File: config.mk
export PLATFORM = sky130hd
export DESIGN_NAME = fp_round_unit
export DESIGN_NICKNAME = d
export VERILOG_FILES = /design/src/rtl/fp_round_unit_pkg.sv /design/src/rtl/fp_round_unit_core.sv /design/src/rtl/fp_round_unit.sv
export SDC_FILE = /design/constraint.sdc
export NUM_CORES = 1
export LEC_CHECK = 0
export CAP_MARGIN = 20
export CELL_PAD_IN_SITES_DETAIL_PLACEMENT = 0
export CELL_PAD_IN_SITES_GLOBAL_PLACEMENT = 2
export CORE_MARGIN = 2
export CORE_UTILIZATION = 29
export DETAILED_ROUTE_END_ITERATION = 8
export PLACE_DENSITY_LB_ADDON = 0.05
export SLEW_MARGIN = 20
export SYNTH_ARGS = -nofsm -noshare
export SYNTH_HDL_FRONTEND = slang
export SYNTH_SLANG_ARGS = --single-unit
File: constraint.sdc
create_clock -name clk_i -period 3.2 [get_ports clk_i]
set_input_delay 0.64 -clock clk_i [delete_from_list [all_inputs] [get_ports clk_i]]
set_output_delay 0.64 -clock clk_i [all_outputs]
set_load 0.03 [all_outputs]
File: src/rtl/fp_round_unit_pkg.sv
// -----------------------------------------------------------------------------
// fp_round_unit_pkg
// Shared types and constants for the floating point rounding stage:
//   float_t       IEEE-754 single precision field view
//   fu_state_e    functional unit occupancy (FREE / BUSY)
//   round_mode_e  RISC-V rounding mode encodings (DYN selects the CSR mode)
//   fflags_t      exception flags {nv, dz, of, uf, nx}
//   stage_a_t     operand and side-band captured by the first pipeline stage
// -----------------------------------------------------------------------------
package fp_round_unit_pkg;

    typedef struct packed {
        logic        sign;
        logic [7:0]  exponent;
        logic [22:0] mantissa;
    } float_t;

    typedef enum logic {
        FREE = 1'b0,
        BUSY = 1'b1
    } fu_state_e;

    typedef enum logic [2:0] {
        RNE = 3'b000,
        RTZ = 3'b001,
        RDN = 3'b010,
        RUP = 3'b011,
        RMM = 3'b100,
        DYN = 3'b111
    } round_mode_e;

    typedef struct packed {
        logic nv;
        logic dz;
        logic of;
        logic uf;
        logic nx;
    } fflags_t;

    localparam logic [31:0] Q_NAN         = 32'h7FC0_0000;
    localparam logic [31:0] CANONICAL_NAN = Q_NAN;
    localparam logic [31:0] P_MAX_FINITE  = 32'h7F7F_FFFF;
    localparam logic [31:0] P_INF         = 32'h7F80_0000;

    typedef struct packed {
        float_t     operand;
        logic [2:0] grs;
        logic       overflow;
        logic       underflow;
        logic       invalid_op;
        logic       zero_divide;
        logic [2:0] rm;
        logic [2:0] frm;
    } stage_a_t;

    // Only RNE..RMM are usable once DYN has been resolved.
    function automatic logic is_legal_mode(input logic [2:0] mode);
        return (mode == RNE) || (mode == RTZ) || (mode == RDN) ||
               (mode == RUP) || (mode == RMM);
    endfunction

endpackage

File: src/rtl/fp_round_unit_core.sv
// -----------------------------------------------------------------------------
// fp_round_core
// Purely combinational rounding datapath: resolves the effective rounding
// mode, applies the round-up increment on {exponent, mantissa}, substitutes
// the mode-dependent overflow result and produces the exception flags.
// Ports:
//   operand_i      unrounded result (float_t)
//   grs_i          guard, round, sticky bits {G,R,S}
//   overflow_i / underflow_i / invalid_op_i / zero_divide_i
//                  exception flags from the functional unit
//   rm_i, frm_i    instruction rounding mode and CSR dynamic mode
//   result_o       rounded result (float_t)
//   fflags_o       {nv, dz, of, uf, nx} for this result
// -----------------------------------------------------------------------------
module fp_round_core
    import fp_round_unit_pkg::*;
(
    input  float_t     operand_i,
    input  logic [2:0] grs_i,
    input  logic       overflow_i,
    input  logic       underflow_i,
    input  logic       invalid_op_i,
    input  logic       zero_divide_i,
    input  logic [2:0] rm_i,
    input  logic [2:0] frm_i,
    output float_t     result_o,
    output fflags_t    fflags_o
);

    logic [2:0]  eff_mode;
    logic        illegal;
    logic        special;
    logic        is_nan;
    logic        inexact;
    logic        round_up;
    logic        sat_max;
    logic        overflow;
    logic        ovf_to_inf;
    logic        nx;
    logic [30:0] mag_in;
    logic [30:0] mag_sum;

    always_comb begin
        eff_mode = (rm_i == DYN) ? frm_i : rm_i;
        illegal  = ~is_legal_mode(eff_mode);
        is_nan   = (operand_i.exponent == 8'hFF) && (operand_i.mantissa != '0);
        special  = (operand_i.exponent == 8'hFF) | invalid_op_i | zero_divide_i;
        inexact  = |grs_i;
        mag_in   = {operand_i.exponent, operand_i.mantissa};

        round_up = 1'b0;
        case (eff_mode)
            RNE:     round_up = grs_i[2] & (grs_i[1] | grs_i[0] | operand_i.mantissa[0]);
            RDN:     round_up = operand_i.sign & inexact;
            RUP:     round_up = ~operand_i.sign & inexact;
            RMM:     round_up = grs_i[2];
            default: round_up = 1'b0;
        endcase

        // Single 31-bit add so a full mantissa carries into the exponent.
        mag_sum = mag_in + {30'd0, round_up};

        // A max-finite magnitude with at least half an ulp discarded is taken
        // as overflowing in every mode, so the directed modes report OF when
        // they saturate to max finite instead of stepping to infinity.
        sat_max  = (mag_in == P_MAX_FINITE[30:0]) & grs_i[2];
        overflow = (mag_sum[30:23] == 8'hFF) | overflow_i | sat_max;

        ovf_to_inf = 1'b0;
        case (eff_mode)
            RNE, RMM: ovf_to_inf = 1'b1;
            RDN:      ovf_to_inf = operand_i.sign;
            RUP:      ovf_to_inf = ~operand_i.sign;
            default:  ovf_to_inf = 1'b0;
        endcase

        nx = overflow | inexact;

        result_o = operand_i;
        fflags_o = '0;
        if (illegal) begin
            result_o    = CANONICAL_NAN;
            fflags_o.nv = 1'b1;
        end else if (special) begin
            result_o    = (is_nan & invalid_op_i) ? CANONICAL_NAN : operand_i;
            fflags_o.nv = invalid_op_i;
            fflags_o.dz = zero_divide_i;
        end else begin
            if (overflow) begin
                result_o = {operand_i.sign, ovf_to_inf ? P_INF[30:0] : P_MAX_FINITE[30:0]};
            end else begin
                result_o = {operand_i.sign, mag_sum};
            end
            fflags_o.of = overflow;
            fflags_o.nx = nx;
            fflags_o.uf = underflow_i | ((mag_sum[30:23] == 8'h00) & nx);
        end
    end

endmodule

File: src/rtl/fp_round_unit.sv
// -----------------------------------------------------------------------------
// fp_round_unit
// Rounding / exception-flag stage between the FP functional units and
// writeback. Two-entry valid/ready pipeline: stage A captures the unrounded
// operand, stage B holds the rounded result and its flags.
// Ports:
//   clk_i, rst_n_i (async, active-low), clk_en_i (global hold)
//   operand_i, grs_i, valid_i, ready_o        upstream handshake and data
//   overflow_i, underflow_i, invalid_op_i, zero_divide_i  upstream flags
//   rm_i, frm_i                               instruction / CSR rounding mode
//   result_o, valid_o, ready_i                writeback handshake and data
//   fflags_o                                  {NV,DZ,OF,UF,NX}
//   fflags_clear_i                            clear accumulated flags
//   fu_state_o                                FREE when both stages are empty
// Build option FFLAGS_ACCUM_EN: fflags_o becomes a sticky accumulator of the
// flags of every result accepted by writeback, cleared by fflags_clear_i.
// Without it fflags_o follows the stage-B result and fflags_clear_i is unused.
// -----------------------------------------------------------------------------
module fp_round_unit
    import fp_round_unit_pkg::*;
(
    input  logic       clk_i,
    input  logic       rst_n_i,
    input  logic       clk_en_i,
    input  float_t     operand_i,
    input  logic [2:0] grs_i,
    input  logic       valid_i,
    output logic       ready_o,
    input  logic       overflow_i,
    input  logic       underflow_i,
    input  logic       invalid_op_i,
    input  logic       zero_divide_i,
    input  logic [2:0] rm_i,
    input  logic [2:0] frm_i,
    output float_t     result_o,
    output logic       valid_o,
    input  logic       ready_i,
    output logic [4:0] fflags_o,
    input  logic       fflags_clear_i,
    output fu_state_e  fu_state_o
);

    logic     a_valid_q, a_valid_d;
    stage_a_t a_data_q,  a_data_d;
    logic     b_valid_q, b_valid_d;
    float_t   b_result_q, b_result_d;
    fflags_t  b_flags_q,  b_flags_d;

    float_t   core_result;
    fflags_t  core_flags;

    logic     in_fire;
    logic     a_fire;
    logic     b_fire;

    fp_round_core u_core (
        .operand_i     (a_data_q.operand),
        .grs_i         (a_data_q.grs),
        .overflow_i    (a_data_q.overflow),
        .underflow_i   (a_data_q.underflow),
        .invalid_op_i  (a_data_q.invalid_op),
        .zero_divide_i (a_data_q.zero_divide),
        .rm_i          (a_data_q.rm),
        .frm_i         (a_data_q.frm),
        .result_o      (core_result),
        .fflags_o      (core_flags)
    );

    // A full pipe can still accept when writeback drains B this cycle,
    // since A then moves into B on the same edge.
    assign ready_o = ~a_valid_q | ~b_valid_q | ready_i;

    assign in_fire = valid_i & ready_o & clk_en_i;
    assign a_fire  = a_valid_q & (~b_valid_q | ready_i) & clk_en_i;
    assign b_fire  = b_valid_q & ready_i & clk_en_i;

    always_comb begin
        a_valid_d  = a_valid_q;
        a_data_d   = a_data_q;
        b_valid_d  = b_valid_q;
        b_result_d = b_result_q;
        b_flags_d  = b_flags_q;

        if (a_fire) begin
            b_valid_d  = 1'b1;
            b_result_d = core_result;
            b_flags_d  = core_flags;
        end else if (b_fire) begin
            b_valid_d  = 1'b0;
        end

        if (in_fire) begin
            a_valid_d            = 1'b1;
            a_data_d.operand     = operand_i;
            a_data_d.grs         = grs_i;
            a_data_d.overflow    = overflow_i;
            a_data_d.underflow   = underflow_i;
            a_data_d.invalid_op  = invalid_op_i;
            a_data_d.zero_divide = zero_divide_i;
            a_data_d.rm          = rm_i;
            a_data_d.frm         = frm_i;
        end else if (a_fire) begin
            a_valid_d = 1'b0;
        end
    end

    always_ff @(posedge clk_i or negedge rst_n_i) begin
        if (!rst_n_i) begin
            a_valid_q  <= 1'b0;
            a_data_q   <= '0;
            b_valid_q  <= 1'b0;
            b_result_q <= '0;
            b_flags_q  <= '0;
        end else begin
            a_valid_q  <= a_valid_d;
            a_data_q   <= a_data_d;
            b_valid_q  <= b_valid_d;
            b_result_q <= b_result_d;
            b_flags_q  <= b_flags_d;
        end
    end

`ifdef FFLAGS_ACCUM_EN
    fflags_t acc_q, acc_d;

    always_comb begin
        acc_d = acc_q;
        if (clk_en_i) begin
            if (fflags_clear_i) begin
                acc_d = '0;
            end else if (b_fire) begin
                acc_d = acc_q | b_flags_q;
            end
        end
    end

    always_ff @(posedge clk_i or negedge rst_n_i) begin
        if (!rst_n_i) begin
            acc_q <= '0;
        end else begin
            acc_q <= acc_d;
        end
    end

    assign fflags_o = acc_q;
`else
    logic unused_fflags_clear;

    assign unused_fflags_clear = fflags_clear_i;
    assign fflags_o            = b_flags_q;
`endif

    assign result_o   = b_result_q;
    assign valid_o    = b_valid_q;
    assign fu_state_o = (a_valid_q | b_valid_q) ? BUSY : FREE;

endmodule

==> results of run 1 <==
-- synth_stat cells (3+ instances only) --
cell	count
o21ai_0	27
buf_2	10
o22ai_1	10
o31ai_2	11
o31ai_1	4
buf_1	4
nor4_1	13
dfrtp_1	84
or3_1	7
a22o_1	3
a21o_1	3
nand3b_1	3
mux2_2	42
inv_1	4
nor3_1	12
o211ai_1	4
xnor2_1	7
o221ai_1	3
nand2_1	51
and3_1	8
nand3_1	20
nor2_1	25
a21oi_1	19
nor2b_1	3
o32ai_1	3
nand4_1	15
and4_1	6
o22a_1	4
clkbuf_1	25
a31oi_1	11
-- flip-flops by register name, indices dropped and copies added (netlist names) --
name and count:
a_data_q 45, result_o 32, fflags_o 5, a_valid_q 1, valid_o 1
-- timing repair --
| item | 4_1_cts | 5_1_grt |
|---|---|---|
| hold endpoints to repair | 0 | 0 |
| pin swaps | 11 | 20 |
| setup buffers | 7 | 4 |
| resized for setup | 27 | 46 |
| endpoints found under the setup margin | 29 | 31 |
-- per-layer routing --
metal / vias to the layer above / share of wire / track usage
li1: 2114 / - / -
met1: 2211 / 0.49 / 0.266
met2: 89 / 0.46 / 0.302
met3: 13 / 0.034 / 0.0301
met4: 0 / 0.015 / 0.0628
met5: - / 0 / 0
-- cell families (layout without fill, tap and decap cells) --
kind of cell / Yosys count / after routing
AND/OR/NAND/NOR: 179 / 179
AO/OA/AOI/OAI: 125 / 125
flip-flops: 84 / 84
buffers and inverters: 45 / 182
multiplexers: 43 / 43
XOR/XNOR: 8 / 8
adder cells (fa/ha/maj): 2 / 2
-- worst max-delay path by stage --
stage,to,from,depth (start not counted)
3_3_place_gp,result_o[19],a_data_q[2],16
5_1_grt,result_o[21],a_data_q[2],16
4_1_cts,fflags_o[1],a_data_q[2],15
6_report,result_o[21],a_data_q[2],16
3_5_place_dp,result_o[19],a_data_q[2],16
2_1_floorplan,result_o[19],a_data_q[2],16
-- cell type report --
type | instances | area share
clock buffer | 11 | 0.0337
clock inverter | 5 | 0.00907
inverter | 4 | 0.00218
multi-input combinational | 357 | 0.394
sequential | 84 | 0.305
timing repair buffer | 162 | 0.217
tap | 216 | 0.0392
-- stage by stage --
stage	hold WS (ns)	worst slack, ns
floorplan	0.344	0.174
global placement	0.471	-0.314
detailed placement	0.475	-0.321
CTS	0.264	-0.0803
global route	0.285	-0.306
finish	0.256	-0.127
-- report_power, final --
| part | internal [mW] | switching, mW | leakage, nW |
|---|---|---|---|
| sequential | 1.41 | 0.397 | 1.00 |
| combinational | 1.11 | 1.27 | 1.55 |
| clock | 0.608 | 0.450 | 0.136 |
| total | 3.13 | 2.12 | 2.69 |
==> summary.md, run 1 <==
| Metric | Value |
|---|---|
| Status | `finished, violations left` |
| Failing checks | `setup timing` |
| Mux contribution to synthesized area | `0.103` |
| Worst EP required | `approximately 3.5 ns` |
| Design Power | `~5.3 mW` |
| Number of fill cells | `approximately 1600` |
| Cell accounting for the most synthesized area | `dfrtp_1` |
| Synth Warn # | `0` |
| Cell repeated most along the worst path | `nor2_1` |
| Critical-path top delay cell | `dfrtp_1` |
| Crit Path Class | `register to register` |
| Simple-Gate Fraction of Synth Area | `0.200` |
| Post-Syn Instances | `slightly below 500` |
| Delay-heaviest family, CP | `compound AO/OA/AOI/OAI gates` |
| Sequential fraction of the synthesis area | `0.445` |
| Startpoint types | `register` |
| Layout cell share with drive strength beyond 1 | `0.302` |
| Ranking of synthesized cells by area | `dfrtp_1 (44%), mux2_2 (10%), nand2_1 (4.1%), o31ai_2 (2.9%), o21ai_0 (2.9%)` |
| R2r worst-path depth | `16` |
| Main combinational cell family by area after synthesis | `simple AND/OR/NAND/NOR gates` |
| Routed length per instance | `19.1 µm` |
| DP Wirelength | `around 11000 µm` |
| Routed wire length | `approximately 16000 µm` |
| # rows | `46` |
| Commonest cells after routing, fill and taps aside | `clkdlybuf4s50_1 (88), dfrtp_1 (84), buf_4 (62)` |
| Crit-path max cell delay | `0.38 ns` |
| Cts hold-fix bufs | `0` |
| RR Startpoint | `a_data_q[2]` |
| Die width | `132 µm` |
| Area growth from synthesis to layout | `45.9%` |
| Slew Limit Fails | `0` |
| Drt initial violations | `between 200 and 300` |
| CTS tree | `yes` |
| Num ports | `91` |
| Final min period | `~3.3 ns` |
| Pre-antenna DRT Iters | `4` |
| Internal reg-to-reg setup slack | `-0.13 ns` |
| CTS root buf | `clkbuf_16` |
| TNS Setup | `-1.93 ns` |
| Worst skew pair latency | `around 0.35 ns` |
| Number of global-route vias before repair | `between 4000 and 5000` |
| Post-synth ARST share | `1.00` |
| Register area | `2100 µm²` |
| Placeable Area | `around 16000 µm²` |
| Max-capacitance violation count | `0` |
| Arr. time, crit path | `about 3.6 ns` |
| Leading cell type in the layout, fill and taps excluded | `clkdlybuf4s50_1` |
| CTS clock-pin slew for the worst setup and hold paths | `approximately 0.07 ns` |
| Vias | `about 4400` |
| Relative slew slack | `0.627` |
| GRT Overall Usage | `0.191` |
| Placer Congestion | `just under 0.8` |
| Setup slack after layout | `-0.127 ns` |
| Die area | `17300 µm²` |
| Crit path cell chain | `nand3b_1, o21ai_2, o2111ai_2, nor2_1, nor2_1, a21oi_2, ha_2, buf_6, nand4_1, o2111a_1, o211a_1, o22ai_4, o21a_4, o21ai_4, buf_12, o31ai_2` |
| Cell area power density | `approximately 760 nW/µm²` |
| # diodes | `0` |
| Post-Synth XOR/XNOR Area | `0.0148` |
| Final Hold Viols | `0` |
| RSZ-0062 raised after global routing | `yes` |
| Post-route cell area | `6900 µm²` |
| Maximum root-to-sink buffer count | `2` |
| Fin crit share | `1.04` |
| Layout Cells excl Fill | `roughly 840` |
| Critical R2R Capture | `result_o[21]` |
| Antenna violations before repair | `0` |
| Post-layout util | `0.434` |
| F_max | `between 300 and 400 MHz` |
| Area of the multi-input gates | `2720 µm²` |
| Post-DRT Antenna Nets | `0` |
| Placed Cells | `a little over 800` |
| First-pass GRT wire length | `~26000 µm` |
| Post-synthesis compound-gate area fraction | `0.191` |
| Syn_nets | `539` |
| Largest net degree at the start of global routing | `50` |
| Die extent in y | `132 µm` |
| LEAKAGE | `approximately 2.7 nW` |
| Initial Utilization | `0.297` |
| Nets@finish | `about 670` |
| Netlist Area Pre-Place | `4730 µm²` |
| Number of buffers created by CTS | `9` |
| Synth Register Bits | `between 80 and 90` |
| Vias per Instance | `about 5.3` |
| Area of placed instances | `a little over 6000 µm²` |
| Peak supply drop | `roughly 350 µV` |
| Yosys top cell area share | `0.445` |
| Post-synth EDFFs | `0` |
| Clk_skew | `between 0.008 and 0.009 ns` |
| Most common flop cell mapped by yosys | `dfrtp_1` |
| Crit end category | `register` |
| GRT overflow | `0` |
| Remaining DRCs | `0` |
| Final setup vio count | `25` |
| Count of cell types in the netlist | `65` |
| Buf/Inv on CP | `2` |
| Hold Crit Class | `primary input to asynchronous set/reset pin` |
| CTS H-tree lvls | `3` |
| Slew @ Worst Pin | `roughly 0.56 ns` |
| Port Buf Inserts | `a little under 90` |
| Post-Synth Adder-Cell Area | `0.00530` |
| Sink Count | `84` |
| Worst-path fanout max | `11` |
| Synthesized area per cell | `between 9 and 10 µm²` |
Power figures use the tool's default switching activity.
==> inputs of run 2 (changes only) <==
CORE_UTILIZATION = 35   (was 29)
SKIP_CTS_REPAIR_TIMING = 1   (was not set)
clock period = 3.89 ns   (was 3.2 ns; I/O delays follow)
==> summary.md, run 2 (synthesized netlist as in run 1, its figures left out) <==
| Metric | Value |
|---|---|
| Worst skew pair latency | `0.35 ns (about the same)` |
| Delay-heaviest family, CP | `compound AO/OA/AOI/OAI gates` |
| LEAKAGE | `2.41 nW (-10%)` |
| Pre-antenna DRT Iters | `4 (unchanged)` |
| DP Wirelength | `10200 µm (-10%)` |
| Number of fill cells | `1295 (-18%)` |
| Placeable Area | `13200 µm² (-17%)` |
| Status | `finished, final reports clean` |
| CTS tree | `yes` |
| Critical-path top delay cell | `dfrtp_1` |
| Commonest cells after routing, fill and taps aside | `clkdlybuf4s50_1 (88), dfrtp_1 (84), nand2_1 (51)` |
| Sink Count | `84 (unchanged)` |
| Clk_skew | `0.00480 ns (-0.00380 ns)` |
| R2r worst-path depth | `15 (-1)` |
| Final min period | `3.50 ns (+0.173 ns)` |
| Peak supply drop | `328 µV (-5.2%)` |
| Antenna violations before repair | `0 (unchanged)` |
| # rows | `42 (-8.7%)` |
| Worst EP required | `4.11 ns (+0.65 ns)` |
| Remaining DRCs | `0 (unchanged)` |
| Register area | `2100 µm² (unchanged)` |
| Worst-path fanout max | `11 (unchanged)` |
| RSZ-0062 raised after global routing | `no` |
| Slew @ Worst Pin | `0.659 ns (+0.102 ns)` |
| Cell repeated most along the worst path | `nor2_1` |
| Post-DRT Antenna Nets | `0 (unchanged)` |
| Leading cell type in the layout, fill and taps excluded | `clkdlybuf4s50_1` |
| Cell area power density | `653 nW/µm² (-14%)` |
| CTS H-tree lvls | `3 (unchanged)` |
| Largest net degree at the start of global routing | `50 (unchanged)` |
| Max FFs per register | `45 (unchanged)` |
| Crit Path Class | `register to register` |
| Drt initial violations | `273 (+8.8%)` |
| Max-capacitance violation count | `0 (unchanged)` |
| Routed length per instance | `19.1 µm (-0.32%)` |
| Biggest register | `a_data_q` |
| Startpoint types | `register` |
| # diodes | `0 (unchanged)` |
| Vias per Instance | `5.54 (+5.0%)` |
| Arr. time, crit path | `3.72 ns (+0.13 ns)` |
| Area of the multi-input gates | `2450 µm² (-9.9%)` |
| Comb pwr share | `0.408 (-0.046)` |
| Crit end category | `register` |
| Buf/Inv on CP | `1 (-1)` |
| Number of buffers created by CTS | `9 (unchanged)` |
| Die area | `14400 µm² (-17%)` |
| Layout cell share with drive strength beyond 1 | `0.189 (-0.113)` |
| Share of total power in sequential cells | `0.374 (+0.030)` |
| Fin crit share | `0.900 (-0.140)` |
| GRT Overall Usage | `0.210 (+0.0194)` |
| Critical R2R Capture | `result_o[7]` |
| Crit-path max cell delay | `0.39 ns (about the same)` |
| Die width | `120 µm (-8.7%)` |
| Final Hold Viols | `0 (unchanged)` |
| Crit path cell chain | `nand3b_1, o21ai_0, o2111ai_1, nor2_1, nor2_1, a21oi_1, ha_1, and4_1, nand3_1, or3_1, a21o_1, o21a_4, o21ai_2, buf_12, a221oi_1` |
| GRT overflow | `0 (unchanged)` |
| Setup slack after layout | `0.390 ns (+0.517 ns)` |
| Clk pwr share | `0.217 (+0.016)` |
| Die extent in y | `120 µm (-8.7%)` |
| Psw | `1.62 mW (-24%)` |
| CTS clock-pin slew for the worst setup and hold paths | `0.06 ns (about the same)` |
| Hold Crit Class | `primary input to asynchronous set/reset pin` |
| Number of global-route vias before repair | `4178 (-7.1%)` |
| Final setup vio count | `0 (-100%)` |
| Placer Congestion | `0.812 (+2.9%)` |
| Relative slew slack | `0.558 (-0.0699)` |
| First-pass GRT wire length | `23300 µm (-10%)` |
| Internal power | `2.43 mW (-22%)` |
| Slew Limit Fails | `0 (unchanged)` |
| Maximum root-to-sink buffer count | `2 (unchanged)` |
| Nets@finish | `625 (-6.9%)` |
| Vias | `4171 (-5.8%)` |
| Internal reg-to-reg setup slack | `0.39 ns (+0.52 ns)` |
| Routed wire length | `14400 µm (-11%)` |
| Post-Place Worst Slack | `0.244 ns (+0.564 ns)` |
| Initial Utilization | `0.358 (+0.0608)` |
| CTS root buf | `clkbuf_16` |
| Num ports | `91 (unchanged)` |
| Sw Ratio | `0.399 (-0.00486)` |
| Port Buf Inserts | `89 (unchanged)` |
| TNS Setup | `0 ns (+1.93 ns)` |
| F_max | `286 MHz (-4.9%)` |
| RR Startpoint | `a_data_q[2]` |
| Area growth from synthesis to layout | `31.2%` |
| CP startpoint | `a_data_q[2]` |
==> run 2: routing by layer <==
layer	global-route usage	vias to the layer above	share of wire
li1	-	2013	-
met1	0.291	2058	0.48
met2	0.332	96	0.47
met3	0.0542	4	0.043
met4	0.0471	0	0.0059
met5	0	-	0
==> run 2: stage by stage <==
| stage | cells | power, mW | utilization | cell area, µm² | hold WS (ns) |
|---|---|---|---|---|---|
| floorplan | 486 | 2.48 | - | 4730 | 0.475 |
| global placement | 731 | 3.16 | 0.443 | 5840 | 0.469 |
| detailed placement | 731 | 3.17 | 0.443 | 5840 | 0.471 |
| CTS | 747 | 4.08 | 0.466 | 6140 | 0.287 |
| global route | 753 | 4.31 | 0.470 | 6200 | 0.297 |
| finish | 753 | 4.05 | 0.470 | 6200 | 0.290 |
==> run 2: power by group through the flow <==
stage	registers (mW)	clock network, mW	logic [mW]
floorplan	1.66	0	0.820
global placement	1.53	0	1.63
detailed placement	1.53	0	1.64
CTS	1.52	0.913	1.65
global route	1.57	0.944	1.79
finish	1.52	0.881	1.65
==> run 2: worst max path at each step <==
stage                    to  slack, ns  cells past startpoint
2_1_floorplan  result_o[19]       0.86                     16
3_3_place_gp    fflags_o[1]       0.28                     14
3_5_place_dp    result_o[7]       0.24                     16
4_1_cts         result_o[7]       0.23                     16
5_1_grt         fflags_o[1]       0.01                     14
6_report        result_o[7]       0.39                     15
==> run 2: area by class of cell <==
class / count / area share
repair buffers: 116 / 0.180
inverters: 4 / 0.00242
clock buffers: 10 / 0.0385
multi-input cells: 357 / 0.395
well taps: 176 / 0.0355
clock inverters: 6 / 0.0101
flip-flops and latches: 84 / 0.339
==> inputs of run 3 (changes only) <==
CAP_MARGIN = 0   (was 20)
CORE_ASPECT_RATIO = 0.5   (was not set)
==> summary.md, run 3 (synthesized netlist as in run 1, its figures left out) <==
| Metric | Value |
|---|---|
| Status | `finished, final reports clean` |
| GRT overflow | `0 (unchanged)` |
| Cell area power density | `659 nW/µm² (+0.84%)` |
| Leading cell type in the layout, fill and taps excluded | `clkdlybuf4s50_1` |
| Critical-path top delay cell | `or4_1` |
| Final min period | `3.65 ns (+0.153 ns)` |
| RSZ-0062 raised after global routing | `no` |
| GRT Overall Usage | `0.205 (-0.00459)` |
| Comb pwr share | `0.406 (-0.002)` |
| DP Wirelength | `10200 µm (about the same)` |
| CTS clock-pin slew for the worst setup and hold paths | `0.06 ns (about the same)` |
| # diodes | `0 (unchanged)` |
| Layout Cells excl Fill | `744 (-1.2%)` |
| Antenna violations before repair | `0 (unchanged)` |
| Number of buffers created by CTS | `9 (unchanged)` |
| Post-DRT Antenna Nets | `0 (unchanged)` |
| Crit end category | `register` |
| Placer Congestion | `0.859 (+5.9%)` |
| Largest net degree at the start of global routing | `64 (+28%)` |
| Delay-heaviest family, CP | `simple AND/OR/NAND/NOR gates` |
| Maximum root-to-sink buffer count | `2 (unchanged)` |
| Worst EP required | `4.15 ns (+0.04 ns)` |
| Crit path cell chain | `nand3b_1, o21ai_0, o2111ai_1, nor2_1, nor2_1, a21oi_1, ha_1, ha_2, nand4_1, nor4_1, xnor2_1, nand2_1, or4_1, o21ai_1` |
| Biggest register | `a_data_q` |
| Sw Ratio | `0.393 (-0.00625)` |
| Vias per Instance | `5.63 (+1.7%)` |
| Slew @ Worst Pin | `0.815 ns (+0.155 ns)` |
| Placed Cells | `727 (-0.55%)` |
| Setup slack after layout | `0.237 ns (-0.153 ns)` |
| Internal power | `2.47 mW (+1.4%)` |
| Relative slew slack | `0.457 (-0.101)` |
| Routed wire length | `13900 µm (-3.0%)` |
| Startpoint types | `register` |
| Layout cell share with drive strength beyond 1 | `0.185 (-0.00424)` |
| Psw | `1.60 mW (-1.2%)` |
| Die width | `168 µm (+40%)` |
| Die area | `14500 µm² (+0.39%)` |
| Pre-antenna DRT Iters | `5 (+1)` |
| Hold Crit Class | `register to register` |
| Drt initial violations | `285 (+4.4%)` |
| Post-layout util | `0.478 (+0.00770)` |
| LEAKAGE | `2.38 nW (-1.4%)` |
| Remaining DRCs | `0 (unchanged)` |
| Peak supply drop | `274 µV (-17%)` |
| Sink Count | `84 (unchanged)` |
| Placeable Area | `12900 µm² (-2.1%)` |
| Max-capacitance violation count | `0 (unchanged)` |
| Num ports | `91 (unchanged)` |
| First-pass GRT wire length | `23200 µm (-0.71%)` |
| Final setup vio count | `0 (unchanged)` |
| Routed length per instance | `18.7 µm (-1.9%)` |
| Commonest cells after routing, fill and taps aside | `clkdlybuf4s50_1 (88), dfrtp_1 (84), nand2_1 (51)` |
| Arr. time, crit path | `3.92 ns (+0.20 ns)` |
| Post-Place Worst Slack | `0.153 ns (-0.0905 ns)` |
| Fin crit share | `0.939 (+0.0393)` |
| Area growth from synthesis to layout | `30.6%` |
| Clk_skew | `0.00781 ns (+0.00302 ns)` |
| Number of global-route vias before repair | `4124 (-1.3%)` |
| Nets@finish | `623 (-0.32%)` |
| Initial Utilization | `0.366 (+0.00757)` |
| Vias | `4191 (+0.48%)` |
| Cell repeated most along the worst path | `nor2_1` |
| Buf/Inv on CP | `0 (-1)` |
| CTS root buf | `clkbuf_16` |
| Slew Limit Fails | `0 (unchanged)` |
| # rows | `29 (-31%)` |
| Die extent in y | `86.2 µm (-28%)` |
| Max FFs per register | `45 (unchanged)` |
| Share of total power in sequential cells | `0.371 (-0.003)` |
| CTS tree | `yes` |
| Worst skew pair latency | `0.34 ns (about the same)` |
| CTS H-tree lvls | `3 (unchanged)` |
| TNS Setup | `0 ns (unchanged)` |
| Crit Path Class | `register to register` |
| Crit-path max cell delay | `0.55 ns (+0.16 ns)` |
| Worst-path fanout max | `7 (-4)` |
| F_max | `274 MHz (-4.2%)` |
| Port Buf Inserts | `89 (unchanged)` |
| Final Hold Viols | `0 (unchanged)` |
| Clk pwr share | `0.223 (+0.006)` |
[run 3: area by class of cell]
class / count / area, µm²
inverters: 4 / 15.0
clock buffers: 10 / 229
well taps: 170 / 213
flip-flops and latches: 84 / 2100
repair buffers: 114 / 1090
fillers: 1259 / 6740
clock inverters: 5 / 77.6
multi-input cells: 357 / 2450
[run 3: worst min-delay path, stage by stage (launching register included)]
cell,delay [ns]
dfrtp_1,0.34
nand2_1,0.05
o21ai_0,0.06
[run 3: worst paths after layout]
check | from | to | cells after the start | slack [ns]
worst min register to register | result_o[12] | result_o[12] | 2 | 0.48
worst max register to register | a_data_q[3] | fflags_o[1] | 14 | 0.24
min in group asynchronous | rst_n_i | a_data_q[29] | 1 | 0.53
max in group asynchronous | rst_n_i | result_o[23] | 2 | 2.59
worst max-delay path | a_data_q[3] | fflags_o[1] | 14 | 0.24
worst min-delay path | result_o[12] | result_o[12] | 2 | 0.48
[run 3: power by group through the flow]
stage / clock network [mW] / registers, mW / logic, mW
5_1_grt: 0.977 / 1.57 / 1.79
4_1_cts: 0.933 / 1.51 / 1.65
2_1_floorplan: 0 / 1.66 / 0.820
6_report: 0.907 / 1.51 / 1.65
3_5_place_dp: 0 / 1.52 / 1.65
3_3_place_gp: 0 / 1.52 / 1.64
[run 3: metrics by stage]
step / total power, mW / hold WS, ns / cell area [µm²]
detailed placement: 3.17 / 0.472 / 5840
CTS: 4.10 / 0.487 / 6140
global placement: 3.16 / 0.471 / 5840
finish: 4.07 / 0.479 / 6170
global route: 4.33 / 0.508 / 6170
floorplan: 2.48 / 0.475 / 4730
[run 3: routing by layer]
metal	wire length, µm	up-vias	track usage
li1	-	2006	-
met1	7220	2054	0.310
met2	5740	120	0.295
met3	887	11	0.0531
met4	89	0	0.0415
met5	0	-	0
